File: config.mk
export PLATFORM = sky130hd
export DESIGN_NAME = ctrl_seq_flat
export DESIGN_NICKNAME = d
export VERILOG_FILES = /design/src/rtl/ctrl_seq_if.sv /design/src/rtl/ctrl_seq.sv /design/src/flat_wrapper.sv
export SDC_FILE = /design/constraint.sdc
export NUM_CORES = 1
export LEC_CHECK = 0
export BUFFER_PORTS_ARGS = -buffer_cell sky130_fd_sc_hd__buf_2
export CAP_MARGIN = 15
export CORE_UTILIZATION = 30
export DETAILED_ROUTE_END_ITERATION = 7
export RECOVER_POWER = 100
export SETUP_SLACK_MARGIN = 0.1
export SYNTH_ARGS = -nofsm -noshare
export SYNTH_HDL_FRONTEND = slang
export SYNTH_SLANG_ARGS = --single-unit
File: constraint.sdc
create_clock -name clk -period 2.03 [get_ports clk]
set_input_delay 0.5075 -clock clk [delete_from_list [all_inputs] [get_ports clk]]
set_output_delay 0.5075 -clock clk [all_outputs]
set_load 0.01 [all_outputs]
File: src/rtl/ctrl_seq_if.sv
// ctrl_seq_if: fetch-side and execute-side handshake plus control bundle.
interface ctrl_seq_if #(
  parameter int PCW = 16
);
  logic           in_valid;
  logic           in_ready;
  logic [4:0]     in_op;
  logic [PCW-1:0] in_pc;
  logic           flush;
  logic           out_valid;
  logic           out_ready;
  logic [PCW-1:0] out_pc;
  logic           reg_write;
  logic           val2reg;
  logic           link;
  logic           lbi;
  logic           alu_sel;
  logic           mem_en;
  logic           mem_wr;
  logic           reg_jmp;
  logic           b_flag;
  logic           j_flag;
  logic           valid_n;
  logic [1:0]     dest_sel;
  logic [2:0]     imm_sel;
  logic [4:0]     alu_op;
  logic           redirect_valid;
  logic [PCW-1:0] redirect_pc;
  logic [PCW-1:0] epc;
  logic           halted;
  logic           err;

  modport master (
    output in_valid, in_op, in_pc, flush, out_ready,
    input  in_ready, out_valid, out_pc,
    input  reg_write, val2reg, link, lbi, alu_sel,
    input  mem_en, mem_wr, reg_jmp, b_flag, j_flag,
    input  valid_n, dest_sel, imm_sel, alu_op,
    input  redirect_valid, redirect_pc, epc, halted, err
  );

  modport slave (
    input  in_valid, in_op, in_pc, flush, out_ready,
    output in_ready, out_valid, out_pc,
    output reg_write, val2reg, link, lbi, alu_sel,
    output mem_en, mem_wr, reg_jmp, b_flag, j_flag,
    output valid_n, dest_sel, imm_sel, alu_op,
    output redirect_valid, redirect_pc, epc, halted, err
  );
endinterface

File: src/rtl/ctrl_seq.sv
// ctrl_seq: registered decode/control stage with HALT/SIIC/RTI sequencing.
// Bundle held in one output register (SKID=0) or a 2-entry skid buffer.
module ctrl_seq #(
  parameter int PCW = 16,
  parameter logic [PCW-1:0] EXC_VEC = PCW'(16'h0002),
  parameter int SKID = 0,
  parameter int ILLEGAL_HALT = 1
) (
  input logic clk,
  input logic rst_n,
  ctrl_seq_if.slave bus
);

  localparam logic [4:0] OP_HALT = 5'b00000;
  localparam logic [4:0] OP_SIIC = 5'b00010;
  localparam logic [4:0] OP_RTI  = 5'b00011;

  typedef enum logic [1:0] {RUN, HALT, TRAP} state_t;

  typedef struct packed {
    logic           reg_write;
    logic           val2reg;
    logic           link;
    logic           lbi;
    logic           alu_sel;
    logic           mem_en;
    logic           mem_wr;
    logic           reg_jmp;
    logic           b_flag;
    logic           j_flag;
    logic           valid_n;
    logic [1:0]     dest_sel;
    logic [2:0]     imm_sel;
    logic [4:0]     alu_op;
    logic [PCW-1:0] pc;
  } ctl_t;

  function automatic ctl_t decode(
    input logic [4:0]     op,
    input logic [PCW-1:0] pc
  );
    ctl_t c;
    c = '0;
    c.alu_op = (op == OP_RTI) ? 5'b00001 : op;
    c.pc = pc;
    unique case (1'b1)
      op[4:2] == 3'b000: begin
        c.alu_sel = 1'b1;
        c.dest_sel = 2'b11;
        c.imm_sel = 3'b100;
      end
      op[4:2] == 3'b010, op[4:2] == 3'b101: begin
        c.reg_write = 1'b1;
        c.alu_sel = 1'b1;
        c.dest_sel = 2'b11;
        c.valid_n = 1'b1;
        c.imm_sel = op[1] ? 3'b000 : 3'b100;
      end
      op[4:1] == 4'b1000: begin
        c.alu_sel = 1'b1;
        c.dest_sel = 2'b11;
        c.imm_sel = 3'b100;
        c.mem_en = 1'b1;
        c.valid_n = 1'b1;
        c.mem_wr = !op[0];
        c.val2reg = op[0];
        c.reg_write = op[0];
      end
      op == 5'b10011: begin
        c.alu_sel = 1'b1;
        c.imm_sel = 3'b100;
        c.reg_write = 1'b1;
        c.mem_en = 1'b1;
        c.mem_wr = 1'b1;
        c.valid_n = 1'b1;
      end
      op == 5'b11001, op[4:1] == 4'b1101,
      op[4:2] == 3'b111: begin
        c.dest_sel = 2'b01;
        c.reg_write = 1'b1;
        c.valid_n = 1'b1;
      end
      op[4:2] == 3'b011: begin
        c.imm_sel = 3'b101;
        c.valid_n = 1'b1;
      end
      op == 5'b11000: begin
        c.alu_sel = 1'b1;
        c.reg_write = 1'b1;
        c.lbi = 1'b1;
        c.imm_sel = 3'b101;
        c.valid_n = 1'b1;
      end
      op == 5'b10010: begin
        c.alu_sel = 1'b1;
        c.reg_write = 1'b1;
        c.imm_sel = 3'b001;
        c.valid_n = 1'b1;
      end
      op[4:2] == 3'b001 && !op[0]: begin
        c.alu_sel = 1'b1;
        c.dest_sel = 2'b10;
        c.j_flag = 1'b1;
        c.b_flag = 1'b1;
        c.imm_sel = 3'b110;
        c.link = op[1];
        c.reg_write = op[1];
        c.valid_n = op[1];
      end
      op[4:2] == 3'b001 && op[0]: begin
        c.alu_sel = 1'b1;
        c.dest_sel = 2'b10;
        c.reg_jmp = 1'b1;
        c.imm_sel = 3'b101;
        c.b_flag = !op[1];
        c.link = op[1];
        c.reg_write = op[1];
        c.valid_n = op[1];
      end
      default: ;
    endcase
    return c;
  endfunction

  state_t         state, state_nx;
  logic           rti_pend, rti_nx;
  logic [PCW-1:0] epc, epc_nx;
  logic           err, err_nx;
  logic           illegal;
  logic           run_ok;
  logic           in_ready;
  logic           take;
  logic           ov;
  ctl_t           ob;
  ctl_t           dec;

  // X/Z opcodes only exist in simulation; synthesis sees a constant 0.
  always_comb begin
    illegal = 1'b0;
`ifndef SYNTHESIS
    illegal = $isunknown(bus.in_op);
`endif
  end

  assign run_ok = (state == RUN) && !rti_pend;
  assign take = bus.in_valid && in_ready && !bus.flush;
  assign dec = decode(bus.in_op, bus.in_pc);

  always_comb begin
    state_nx = state;
    rti_nx = 1'b0;
    epc_nx = epc;
    err_nx = err;
    unique case (state)
      RUN: begin
        if (take) begin
          if (illegal) begin
            err_nx = 1'b1;
            if (ILLEGAL_HALT != 0) begin
              state_nx = HALT;
            end else begin
              state_nx = TRAP;
              epc_nx = bus.in_pc + PCW'(2);
            end
          end else if (bus.in_op == OP_HALT) begin
            state_nx = HALT;
          end else if (bus.in_op == OP_SIIC) begin
            state_nx = TRAP;
            epc_nx = bus.in_pc + PCW'(2);
          end else if (bus.in_op == OP_RTI) begin
            rti_nx = 1'b1;
          end
        end
      end
      HALT: state_nx = HALT;
      TRAP: state_nx = RUN;
      default: state_nx = RUN;
    endcase
  end

  always_ff @(posedge clk or negedge rst_n) begin
    if (!rst_n) begin
      state <= RUN;
      rti_pend <= 1'b0;
      epc <= '0;
      err <= 1'b0;
    end else begin
      state <= state_nx;
      rti_pend <= rti_nx;
      epc <= epc_nx;
      err <= err_nx;
    end
  end

  generate
    if (SKID == 0) begin : g_reg
      assign in_ready = run_ok && (!ov || bus.out_ready);

      always_ff @(posedge clk or negedge rst_n) begin
        if (!rst_n) begin
          ov <= 1'b0;
          ob <= '0;
        end else if (bus.flush) begin
          ov <= 1'b0;
        end else if (take) begin
          ov <= 1'b1;
          ob <= dec;
        end else if (bus.out_ready) begin
          ov <= 1'b0;
        end
      end
    end else begin : g_skid
      logic sv;
      ctl_t sb;

      // in_ready depends only on registered state, never on out_ready.
      assign in_ready = run_ok && !sv;

      always_ff @(posedge clk or negedge rst_n) begin
        if (!rst_n) begin
          ov <= 1'b0;
          ob <= '0;
          sv <= 1'b0;
          sb <= '0;
        end else if (bus.flush) begin
          ov <= 1'b0;
          sv <= 1'b0;
        end else if (sv) begin
          if (!ov || bus.out_ready) begin
            ob <= sb;
            ov <= 1'b1;
            sv <= 1'b0;
          end
        end else if (take) begin
          if (!ov || bus.out_ready) begin
            ob <= dec;
            ov <= 1'b1;
          end else begin
            sb <= dec;
            sv <= 1'b1;
          end
        end else if (bus.out_ready) begin
          ov <= 1'b0;
        end
      end
    end
  endgenerate

  assign bus.in_ready = in_ready;
  assign bus.out_valid = ov;
  assign bus.out_pc = ob.pc;
  assign bus.reg_write = ob.reg_write;
  assign bus.val2reg = ob.val2reg;
  assign bus.link = ob.link;
  assign bus.lbi = ob.lbi;
  assign bus.alu_sel = ob.alu_sel;
  assign bus.mem_en = ob.mem_en;
  assign bus.mem_wr = ob.mem_wr;
  assign bus.reg_jmp = ob.reg_jmp;
  assign bus.b_flag = ob.b_flag;
  assign bus.j_flag = ob.j_flag;
  assign bus.valid_n = ob.valid_n;
  assign bus.dest_sel = ob.dest_sel;
  assign bus.imm_sel = ob.imm_sel;
  assign bus.alu_op = ob.alu_op;

  assign bus.redirect_valid = (state == TRAP) || rti_pend;
  assign bus.redirect_pc = (state == TRAP) ? EXC_VEC :
                           rti_pend ? epc : '0;
  assign bus.epc = epc;
  assign bus.halted = (state == HALT);
  assign bus.err = err;

endmodule

File: src/flat_wrapper.sv
// flat-port wrapper written by rule: the top's interface ports become plain ports
module ctrl_seq_flat 
#(
  parameter int PCW = 16,
  parameter logic [PCW-1:0] EXC_VEC = PCW'(16'h0002),
  parameter int SKID = 0,
  parameter int ILLEGAL_HALT = 1
)
  (clk, rst_n, bus_in_valid, bus_in_op, bus_in_pc, bus_flush, bus_out_ready, bus_in_ready, bus_out_valid, bus_out_pc, bus_reg_write, bus_val2reg, bus_link, bus_lbi, bus_alu_sel, bus_mem_en, bus_mem_wr, bus_reg_jmp, bus_b_flag, bus_j_flag, bus_valid_n, bus_dest_sel, bus_imm_sel, bus_alu_op, bus_redirect_valid, bus_redirect_pc, bus_epc, bus_halted, bus_err);
  ctrl_seq_if #(.PCW(PCW)) bus_i ();
  input logic clk;
  input logic rst_n;
  input wire logic [$bits(bus_i.in_valid)-1:0] bus_in_valid;
  input wire logic [$bits(bus_i.in_op)-1:0] bus_in_op;
  input wire logic [$bits(bus_i.in_pc)-1:0] bus_in_pc;
  input wire logic [$bits(bus_i.flush)-1:0] bus_flush;
  input wire logic [$bits(bus_i.out_ready)-1:0] bus_out_ready;
  output wire logic [$bits(bus_i.in_ready)-1:0] bus_in_ready;
  output wire logic [$bits(bus_i.out_valid)-1:0] bus_out_valid;
  output wire logic [$bits(bus_i.out_pc)-1:0] bus_out_pc;
  output wire logic [$bits(bus_i.reg_write)-1:0] bus_reg_write;
  output wire logic [$bits(bus_i.val2reg)-1:0] bus_val2reg;
  output wire logic [$bits(bus_i.link)-1:0] bus_link;
  output wire logic [$bits(bus_i.lbi)-1:0] bus_lbi;
  output wire logic [$bits(bus_i.alu_sel)-1:0] bus_alu_sel;
  output wire logic [$bits(bus_i.mem_en)-1:0] bus_mem_en;
  output wire logic [$bits(bus_i.mem_wr)-1:0] bus_mem_wr;
  output wire logic [$bits(bus_i.reg_jmp)-1:0] bus_reg_jmp;
  output wire logic [$bits(bus_i.b_flag)-1:0] bus_b_flag;
  output wire logic [$bits(bus_i.j_flag)-1:0] bus_j_flag;
  output wire logic [$bits(bus_i.valid_n)-1:0] bus_valid_n;
  output wire logic [$bits(bus_i.dest_sel)-1:0] bus_dest_sel;
  output wire logic [$bits(bus_i.imm_sel)-1:0] bus_imm_sel;
  output wire logic [$bits(bus_i.alu_op)-1:0] bus_alu_op;
  output wire logic [$bits(bus_i.redirect_valid)-1:0] bus_redirect_valid;
  output wire logic [$bits(bus_i.redirect_pc)-1:0] bus_redirect_pc;
  output wire logic [$bits(bus_i.epc)-1:0] bus_epc;
  output wire logic [$bits(bus_i.halted)-1:0] bus_halted;
  output wire logic [$bits(bus_i.err)-1:0] bus_err;
  assign bus_i.in_valid = bus_in_valid;
  assign bus_i.in_op = bus_in_op;
  assign bus_i.in_pc = bus_in_pc;
  assign bus_i.flush = bus_flush;
  assign bus_i.out_ready = bus_out_ready;
  assign bus_in_ready = bus_i.in_ready;
  assign bus_out_valid = bus_i.out_valid;
  assign bus_out_pc = bus_i.out_pc;
  assign bus_reg_write = bus_i.reg_write;
  assign bus_val2reg = bus_i.val2reg;
  assign bus_link = bus_i.link;
  assign bus_lbi = bus_i.lbi;
  assign bus_alu_sel = bus_i.alu_sel;
  assign bus_mem_en = bus_i.mem_en;
  assign bus_mem_wr = bus_i.mem_wr;
  assign bus_reg_jmp = bus_i.reg_jmp;
  assign bus_b_flag = bus_i.b_flag;
  assign bus_j_flag = bus_i.j_flag;
  assign bus_valid_n = bus_i.valid_n;
  assign bus_dest_sel = bus_i.dest_sel;
  assign bus_imm_sel = bus_i.imm_sel;
  assign bus_alu_op = bus_i.alu_op;
  assign bus_redirect_valid = bus_i.redirect_valid;
  assign bus_redirect_pc = bus_i.redirect_pc;
  assign bus_epc = bus_i.epc;
  assign bus_halted = bus_i.halted;
  assign bus_err = bus_i.err;
  ctrl_seq #(.PCW(PCW), .EXC_VEC(EXC_VEC), .SKID(SKID), .ILLEGAL_HALT(ILLEGAL_HALT)) u_core (.clk(clk), .rst_n(rst_n), .bus(bus_i));
endmodule
==> results of run 1 <==
[layer usage]
metal / vias to the layer above / global-route usage [%] / share of wire [%]
li1: 1171 / - / -
met3: 10 / 2.81 / 4.7
met4: 0 / 6.11 / 1.9
met2: 68 / 21.6 / 43
met1: 1131 / 21.8 / 50
met5: - / 0 / 0
[kinds of logic after synthesis]
family / Yosys count / share of synthesized area [%]
AO/OA/AOI/OAI: 40 / 9.66
XOR/XNOR: 13 / 4.17
adder cells (fa/ha/maj): 1 / 0.458
buffers and inverters: 26 / 4.72
flip-flops: 56 / 51.3
multiplexers: 10 / 4.53
other: 1 / 0.137
AND/OR/NAND/NOR: 144 / 25.0
[Yosys cell counts, drive strengths merged (2+ instances only)]
library cell	number	area share [%]
nor3	2	0.37
a21o	5	1.4
nand3	8	1.5
nor2b	4	0.92
buf	6	2.0
nand2b	5	1.1
or2	3	0.69
and2	2	0.46
nor4	3	0.92
xor2	2	0.64
o31ai	5	1.4
a21oi	2	0.37
nand3b	2	0.55
a31oi	2	0.46
nand4	7	1.6
mux2	10	4.5
and4	2	0.64
clkbuf	17	2.3
and3	17	3.9
nor2	7	0.96
dfrtp	56	51
o21ai	15	2.7
xnor2	11	3.5
inv	3	0.41
nand2	81	11
o21a	2	0.55
[layout make-up]
type	instances	share of cell area [%]
inverters	3	0.337
flip-flops and latches	56	41.9
multi-input cells	209	36.2
well taps	108	4.04
repair buffers	110	14.9
clock buffers	8	2.69
[how the worst max path moves through the flow]
stage,depth (start not counted),slack (ns),from,endpoint
floorplan,7,0.17,bus_in_op[4],u_core.bus.epc[7]
global placement,5,0.07,bus_out_ready,u_core.bus.epc[5]
detailed placement,5,0.02,bus_flush,u_core.bus.epc[7]
CTS,3,0.10,u_core.state[0],bus_redirect_pc[12]
global route,5,0.05,u_core.state[1],u_core.bus.mem_wr
finish,3,0.19,u_core.rti_pend,bus_in_ready
[stage by stage]
step	instances	util [%]
CTS	494	39.4
global route	494	38.2
floorplan	291	-
detailed placement	486	38.4
global placement	486	38.4
finish	494	38.2
[sequential cells by signal, summed over array words and instances (netlist names), 2 cells and up]
signal / cells
u_core.bus.epc: 16
u_core.bus.imm_sel: 3
u_core.state: 2
u_core.bus.alu_op: 5
u_core.bus.dest_sel: 2
u_core.bus.out_pc: 16
[where the power goes]
group / total [uW] / internal (uW) / switching, uW
clock network: 618 / 279 / 339
registers: 1370 / 1270 / 101
logic: 566 / 216 / 350
==> metrics.md, run 1 <==
| Metric | Value |
|---|---|
| Status | `complete, no violations` |
| Async set or reset register ratio after synthesis | `100%` |
| CTS Sinks | `56` |
| Reg2reg start | `u_core.state[1]` |
| Drt first pass iters | `4` |
| Via Count | `2380` |
| Residual DRC | `0` |
| Multi-input logic area | `around 1200 um^2` |
| Relative slew slack | `8.09%` |
| R2r setup slk | `0.19 ns` |
| Initial antenna violation count | `0` |
| EDFF count, synth | `0` |
| Worst clock skew | `0.00567 ns` |
| Most frequent cells in the layout | `nand2_1, clkbuf_1, dfrtp_1` |
| Mapped Nets | `roughly 320` |
| Arrival @ worst endpoint | `1.33 ns` |
| Fillers | `926` |
| Root buffer cell | `clkbuf_8` |
| Commonest non-fill, non-tap cell in the layout | `nand2_1` |
| Routed wire per std cell | `14.3 um` |
| Final Cell Area | `~3300 um^2` |
| Initial DRC Count | `100` |
| Required @ worst endpoint | `1.52 ns` |
| Element type at the critical path end | `output pin` |
| DIE HEIGHT | `~97 um` |
| Crit path launch type | `register` |
| Vias in the first global route | `between 2000 and 2500` |
| Worst path max stage delay | `0.40 ns` |
| Yosys Warn Count | `0` |
| Core Area | `8760 um^2` |
| Hold Path Depth | `2` |
| Top-level port count | `100` |
| Static leakage | `0.00161 uW` |
| Dpl hpwl | `5180 um` |
| Final hold slack | `0.424 ns` |
| Sequential share of the synthesized area | `51.3%` |
| GR Util All Layers | `14.9%` |
| Setup TNS | `0 ns` |
| Routed vias/inst | `between 4 and 5` |
| Crit-path cells | `buf_4, nor4b_2, clkbuf_1` |
| Cells after Synth | `about 290` |
| Worst-Skew Late Latency | `0.30 ns` |
| RSZ-0062 raised after global routing | `true` |
| Die footprint | `~9500 um^2` |
| Final wirelength | `approximately 7100 um` |
| Syn avg cell area | `9.39 um^2` |
| Hold Path Class | `in -> reg` |
| Global-route wire length before repair | `11400 um` |
| Synth unique cells | `43` |
| Total power | `2560 uW` |
| Share of cells above drive strength 1 | `between 10% and 20%` |
| Fin. Hold Viols | `0` |
| FF+latch area | `1400 um^2` |
| Max Cap Viol | `0` |
| Final setup viols | `0` |
| Min Tclk post-route | `1.84 ns` |
| CTS tree | `yes` |
| Initial core utilization | `31.2%` |
| GRT Residual Overflow | `0` |
| H-tree levels | `2` |
| Placement Cell Area | `3360 um^2` |
| Final Net Count | `412` |
| Clock tree buffer depth | `2` |
| Clock slew at reported path FFs | `around 0.090 ns` |
| Setup CP Type | `reg -> out` |
| Max Slew Vio Count | `0` |
| Setup WS pre-CTS | `about 0.023 ns` |
| CP max FO | `18` |
| Critical path's slowest cell | `dfrtp_1` |
| Top FF cell, synth | `dfrtp_1` |
| Rows | `34` |
| Worst Max-Slew Pin Slew | `~1.4 ns` |
| Largest net degree at the start of global routing | `57` |
| Max VDD drop | `0.265 mV` |
| Delay-heaviest family, CP | `flip-flops` |
| ANT cells | `0` |
| Die Wd | `97.4 um` |
| Period utilisation layout | `90.6%` |
| Crit Reg-Reg Endpoint | `u_core.bus.epc[7]` |
| Power Dens Cells | `764 nW/um^2` |
| P&R area growth vs syn | `22.4%` |
| Hold wc startpoint | `bus_flush` |
| CTS Hold Bufs | `0` |
| PortBufs | `about 100` |
| Routed Antenna Nets | `0` |
| Worst path bufs/invs | `2` |
| CTS resizes | `1` |
| Cell Area, Synth | `around 2700 um^2` |
| Reg2Reg Depth | `4` |
| CTS buffer count | `5` |
| Achievable frequency | `544 MHz` |
| Postcts setup bufs | `0` |
| Final RePlAce weighted congestion | `~0.75` |
| Worst setup margin | `0.191 ns` |
| Worst Hold Path EP | `u_core.bus.out_valid` |
| Yosys reg bits | `56` |
No activity file was read; power rests on OpenSTA's default activity.
==> run 2: changes to the inputs <==
- CTS_BUF_LIST: unset -> sky130_fd_sc_hd__clkbuf_16
- GPL_TIMING_DRIVEN: unset -> 0
- RECOVER_POWER: 100 -> 25
==> run 2 against run 1 <==
Against the previous run:
- maximum frequency decreased by 1.1%
- critical path depth up 1
- sequential cell count stayed put
- worst hold slack lost 0.058 ns
- global-route usage rose by 1.1 points
- non-clock buffer count rose by 14
- utilization rose by 2.7 points
- critical endpoint is now bus_redirect_pc[14]
- sequential share of layout area down 2.7 points
- register-to-register slack hardly changed
- sequential power is essentially flat
- clock power increased by 36%
- via count is 2.0% higher
==> metrics.md, run 2 (same netlist as run 1, synthesis figures left out) <==
| Metric | Value |
|---|---|
| Status | `complete, no violations` |
| Clock slew at reported path FFs | `0.07 ns (-0.02 ns)` |
| Crit path launch type | `register` |
| CTS buffer count | `5 (unchanged)` |
| Worst path bufs/invs | `2 (unchanged)` |
| Die Wd | `97.4 um (unchanged)` |
| Core Area | `8760 um^2 (unchanged)` |
| DIE HEIGHT | `97.4 um (unchanged)` |
| Max Cap Viol | `0 (unchanged)` |
| Worst Max-Slew Pin Slew | `1.01 ns (-0.368 ns)` |
| Delay-heaviest family, CP | `flip-flops` |
| Worst-Skew Late Latency | `0.29 ns (about the same)` |
| Reg2Reg Depth | `6 (+2)` |
| Fillers | `907 (-2.1%)` |
| RSZ-0062 raised after global routing | `true` |
| CP max FO | `10 (-8)` |
| Crit Reg-Reg Endpoint | `u_core.bus.epc[7]` |
| CTS tree | `yes` |
| Power Dens Cells | `794 nW/um^2 (+3.9%)` |
| Reg2reg start | `u_core.rti_pend` |
| Die footprint | `9490 um^2 (unchanged)` |
| Top-level port count | `100 (unchanged)` |
| Fin. Hold Viols | `0 (unchanged)` |
| P&R area growth vs syn | `31.1%` |
| Achievable frequency | `537 MHz (-1.1%)` |
| Max Slew Vio Count | `0 (unchanged)` |
| Final setup viols | `0 (unchanged)` |
| Setup WS pre-CTS | `-0.215 ns (-0.238 ns)` |
| Final wirelength | `7520 um (+6.3%)` |
| Global-route wire length before repair | `12300 um (+7.4%)` |
| Arrival @ worst endpoint | `1.35 ns (+0.02 ns)` |
| Share of cells above drive strength 1 | `34.5% (+19 points)` |
| PortBufs | `97 (-1.0%)` |
| Worst clock skew | `0.00315 ns (-0.00252 ns)` |
| Final Util | `40.9% (+2.7 points)` |
| Max VDD drop | `0.297 mV (+12%)` |
| Final RePlAce weighted congestion | `0.834 (+12%)` |
| Element type at the critical path end | `output pin` |
| Vias in the first global route | `2375 (+7.0%)` |
| Largest net degree at the start of global routing | `41 (-28%)` |
| Initial DRC Count | `142 (+42%)` |
| Setup CP Type | `reg -> out` |
| Hold Path Class | `in -> async` |
| Crit-path cells | `nand2b_4, buf_6, and3_1, buf_2` |
| Rows | `34 (unchanged)` |
| Dpl hpwl | `5760 um (+11%)` |
| GRT Residual Overflow | `0 (unchanged)` |
| Min Tclk post-route | `1.86 ns (+0.0213 ns)` |
| Root buffer cell | `clkbuf_16` |
| Routed wire per std cell | `14.8 um (+3.4%)` |
| ANT cells | `0 (unchanged)` |
| GR Util All Layers | `16.1% (+1.1 points)` |
| Final Net Count | `426 (+3.4%)` |
| Drt first pass iters | `4 (unchanged)` |
| Critical path's slowest cell | `dfrtp_2` |
| Residual DRC | `0 (unchanged)` |
| Required @ worst endpoint | `1.52 ns (about the same)` |
| Setup TNS | `0 ns (unchanged)` |
| CTS Sinks | `56 (unchanged)` |
| Worst setup margin | `0.169 ns (-0.0213 ns)` |
| Commonest non-fill, non-tap cell in the layout | `buf_2` |
| Relative slew slack | `32.6% (+25 points)` |
| Clock tree buffer depth | `2 (unchanged)` |
| H-tree levels | `2 (unchanged)` |
| Static leakage | `0.00193 uW (+20%)` |
| Routed vias/inst | `4.78 (-0.84%)` |
| R2r setup slk | `0.19 ns (about the same)` |
| Period utilisation layout | `91.7% (+1.0 points)` |
| Initial core utilization | `31.2% (unchanged)` |
| Initial antenna violation count | `0 (unchanged)` |
| Worst path max stage delay | `0.42 ns (+0.02 ns)` |
| Via Count | `2427 (+2.0%)` |
| Most frequent cells in the layout | `buf_2, nand2_1, dfrtp_1` |
| Routed Antenna Nets | `0 (unchanged)` |
-- run 2: worst register-to-register path: stages (launching register included) --
cell and delay (ns):
dfrtp_2 0.49, nor4_4 0.32, nand3_2 0.11, or2_1 0.25, buf_6 0.14, buf_6 0.14, mux2_4 0.29
-- run 2: final cells by class --
| class | count | area [um^2] | share of cell area (%) |
|---|---|---|---|
| Buffer | 23 | 136 | 3.81 |
| Inverter | 3 | 11.3 | 0.314 |
| Sequential cell | 56 | 1400 | 39.2 |
| Clock inverter | 3 | 18.8 | 0.524 |
| Tap cell | 108 | 135 | 3.77 |
| Clock buffer | 5 | 125 | 3.49 |
| Multi-Input combinational cell | 209 | 1230 | 34.2 |
| Timing Repair Buffer | 101 | 527 | 14.7 |
-- run 2: per-stage QoR --
step                      hold slack, ns  cell area, um^2  std cells  power [uW]
after detailed placement           0.459             3380        497        2010
after global routing               0.441             3580        508        3020
final                              0.366             3580        508        2850
after CTS                          0.156             3550        506        2870
after global placement             0.456             3360        496        2000
after floorplan                    0.212             2740        291        1700
-- run 2: timing repair --
action	CTS	global route
setup buffers	1	2
pin swaps	1	1
setup endpoints to repair	24	48
resized for setup	7	16
gates cloned	0	0
hold buffers	0	0
-- run 2: worst max path at each step --
stage	from	to	slack, ns	cells after the start
6_report	u_core.state[0]	bus_redirect_pc[14]	0.17	4
3_5_place_dp	bus_out_ready	u_core.bus.out_valid	-0.21	6
2_1_floorplan	bus_in_op[4]	u_core.bus.epc[7]	0.17	7
3_3_place_gp	bus_out_ready	u_core.bus.out_valid	-0.18	6
5_1_grt	u_core.rti_pend	u_core.bus.epc[7]	0.08	6
4_1_cts	u_core.state[0]	bus_redirect_pc[14]	0.10	4
-- run 2: power by group --
| part | internal [uW] | switching [uW] |
|---|---|---|
| sequential | 1270 | 97.6 |
| combinational | 275 | 360 |
| clock | 453 | 388 |
-- run 2: metal layers --
metal  wire length (um)  part of all wire, %  GRT usage [%]
met5                  0                    0              0
met3                283                  3.8           2.16
met1               3740                   50           23.6
met2               3400                   45           24.4
met4                 99                  1.3           4.98
==> run 3: changes to the inputs <==
- CELL_PAD_IN_SITES_DETAIL_PLACEMENT: unset -> 1
- CELL_PAD_IN_SITES_GLOBAL_PLACEMENT: unset -> 1
- PLACE_DENSITY_LB_ADDON: unset -> 0.1
- clock period: 2.03 -> 2.2 ns (I/O delays scaled with it)
==> run 3 against run 2 <==
Against the previous run:
- combinational power fell by 9.6%
- sequential cell count did not move
- setup slack improved by 0.044 ns
- die area did not move
- final cell count fell by 0.59%
- register-to-register slack improved by 0.03 ns
- critical endpoint is now bus_redirect_pc[12]
==> metrics.md, run 3 (same netlist as run 1, synthesis figures left out) <==
| Metric | Value |
|---|---|
| Placement Cell Area | `3380 um^2 (+0.15%)` |
| Final setup viols | `0 (unchanged)` |
| Drt first pass iters | `4 (unchanged)` |
| Min Tclk post-route | `1.99 ns` |
| Setup CP Type | `reg -> out` |
| Arrival @ worst endpoint | `1.44 ns (+0.09 ns)` |
| Clock tree buffer depth | `2 (unchanged)` |
| Power Dens Cells | `743 nW/um^2 (-6.5%)` |
| Vias in the first global route | `2514 (+5.9%)` |
| Worst-Skew Late Latency | `0.29 ns (about the same)` |
| Hold Path Class | `in -> async` |
| Worst path max stage delay | `0.44 ns (+0.02 ns)` |
| Top-level port count | `100 (unchanged)` |
| Element type at the critical path end | `output pin` |
| Crit-path cells | `nand2b_4, clkbuf_2, and3_1, buf_2` |
| P&R area growth vs syn | `29.0%` |
| Static leakage | `0.00191 uW (-1.3%)` |
| DIE HEIGHT | `97.4 um (unchanged)` |
| Max Cap Viol | `0 (unchanged)` |
| Residual DRC | `0 (unchanged)` |
| ANT cells | `0 (unchanged)` |
| Period utilisation layout | `around nine tenths` |
| Rows | `34 (unchanged)` |
| Crit path launch type | `register` |
| Clock slew at reported path FFs | `0.07 ns (about the same)` |
| Status | `complete, no violations` |
| Die Wd | `97.4 um (unchanged)` |
| Routed wire per std cell | `16.1 um (+8.5%)` |
| Critical path's slowest cell | `dfrtp_1` |
| RSZ-0062 raised after global routing | `true` |
| Commonest non-fill, non-tap cell in the layout | `buf_2` |
| Final RePlAce weighted congestion | `0.758 (-9.1%)` |
| Worst Max-Slew Pin Slew | `0.878 ns (-0.132 ns)` |
| Relative slew slack | `41.4% (+8.8 points)` |
| Initial DRC Count | `98 (-31%)` |
| Die footprint | `9490 um^2 (unchanged)` |
| H-tree levels | `2 (unchanged)` |
| Initial antenna violation count | `0 (unchanged)` |
| Setup TNS | `0 ns (unchanged)` |
| CTS buffer count | `5 (unchanged)` |
| Final Cell Area | `3530 um^2 (-1.6%)` |
| Largest net degree at the start of global routing | `36 (-12%)` |
| Final hold slack | `0.366 ns (-0.0000400 ns)` |
| Dpl hpwl | `6210 um (+7.7%)` |
| Fin. Hold Viols | `0 (unchanged)` |
| CTS Sinks | `56 (unchanged)` |
| CP max FO | `10 (unchanged)` |
| Worst clock skew | `0.00540 ns (+0.00225 ns)` |
| Routed vias/inst | `4.85 (+1.5%)` |
| Root buffer cell | `clkbuf_16` |
| GRT Residual Overflow | `0 (unchanged)` |
| PortBufs | `97 (unchanged)` |
| Final Net Count | `423 (-0.70%)` |
| GR Util All Layers | `17.8% (+1.8 points)` |
| Achievable frequency | `503 MHz` |
| Final Util | `40.2% (-0.66 points)` |
| Share of cells above drive strength 1 | `32.7% (-1.8 points)` |
| Initial core utilization | `31.2% (unchanged)` |
| Final wirelength | `8110 um (+7.8%)` |
| Max VDD drop | `0.404 mV (+36%)` |
| Setup WS pre-CTS | `-0.265 ns (-0.0500 ns)` |
| Via Count | `2448 (+0.87%)` |
| Worst setup margin | `0.214 ns (+0.0444 ns)` |
| Postcts setup bufs | `0 (-1)` |
| Most frequent cells in the layout | `buf_2, nand2_1, dfrtp_1` |
| Routed Antenna Nets | `0 (unchanged)` |
| Max Slew Vio Count | `0 (unchanged)` |
| Required @ worst endpoint | `1.65 ns (+0.13 ns)` |
| CTS tree | `yes` |
| Core Area | `8760 um^2 (unchanged)` |
| Global-route wire length before repair | `13600 um (+11%)` |
run 3: changes by cell type in the layout (fill, tap and decap cells not counted):
cell / before / now
dfrtp_1: 54 / 55
buf_6: 4 / 3
clkinvlp_4: 2 / 1
clkbuf_4: 1 / 0
inv_1: 3 / 4
buf_2: 96 / 97
buf_4: 6 / 2
buf_12: 1 / 0
dfrtp_2: 2 / 1
clkbuf_1: 12 / 15
run 3: worst paths after layout:
path / cells past startpoint / start / to / slack [ns]
min: 1 / rst_n / u_core.bus.mem_wr / 0.37
max: 4 / u_core.state[0] / bus_redirect_pc[12] / 0.21
min in group clk: 2 / u_core.bus.out_pc[6] / u_core.bus.out_pc[6] / 0.47
max in group asynchronous: 2 / rst_n / u_core.rti_pend / 0.69
max reg2reg: 6 / u_core.rti_pend / u_core.bus.epc[8] / 0.22
min reg2reg: 2 / u_core.bus.out_pc[6] / u_core.bus.out_pc[6] / 0.47
run 3: critical path, delay by kind of cell, from the launching register on:
family	cells	cell delay (ns)
simple gates	2	0.39
buf+inv	2	0.31
flops	1	0.44
run 3: timing repair:
item	4_1_cts	5_1_grt
endpoints found under the setup margin	23	29
gates cloned	0	0
gates resized for setup	3	5
hold buffers	0	0
run 3: layer usage:
metal  GRT usage (%)  wire length, um
met1            28.1             4340
met2            25.3             3380
met3            3.31              354
met4            3.39               46
met5               0                0
run 3: power breakdown:
group          switching [uW]  internal [uW]  total (uW)
logic                     332            242         574
clock network             366            415         782
registers                90.4           1170        1260
run 3: final cells by class:
cell class | count | area, um^2
timing repair buffer | 98 | 490
fill | 1065 | 5240
sequential | 56 | 1400
clock inverter | 3 | 15.0
tap | 108 | 135
inverter | 3 | 11.3
multi-input combinational | 209 | 1230
clock buffer | 5 | 125
buffer | 23 | 120
run 3: metrics by stage:
stage	cells	power, uW
final	505	2620
after global routing	505	2770
after CTS	505	2660
after detailed placement	497	1870
after global placement	496	1840
after floorplan	291	1560
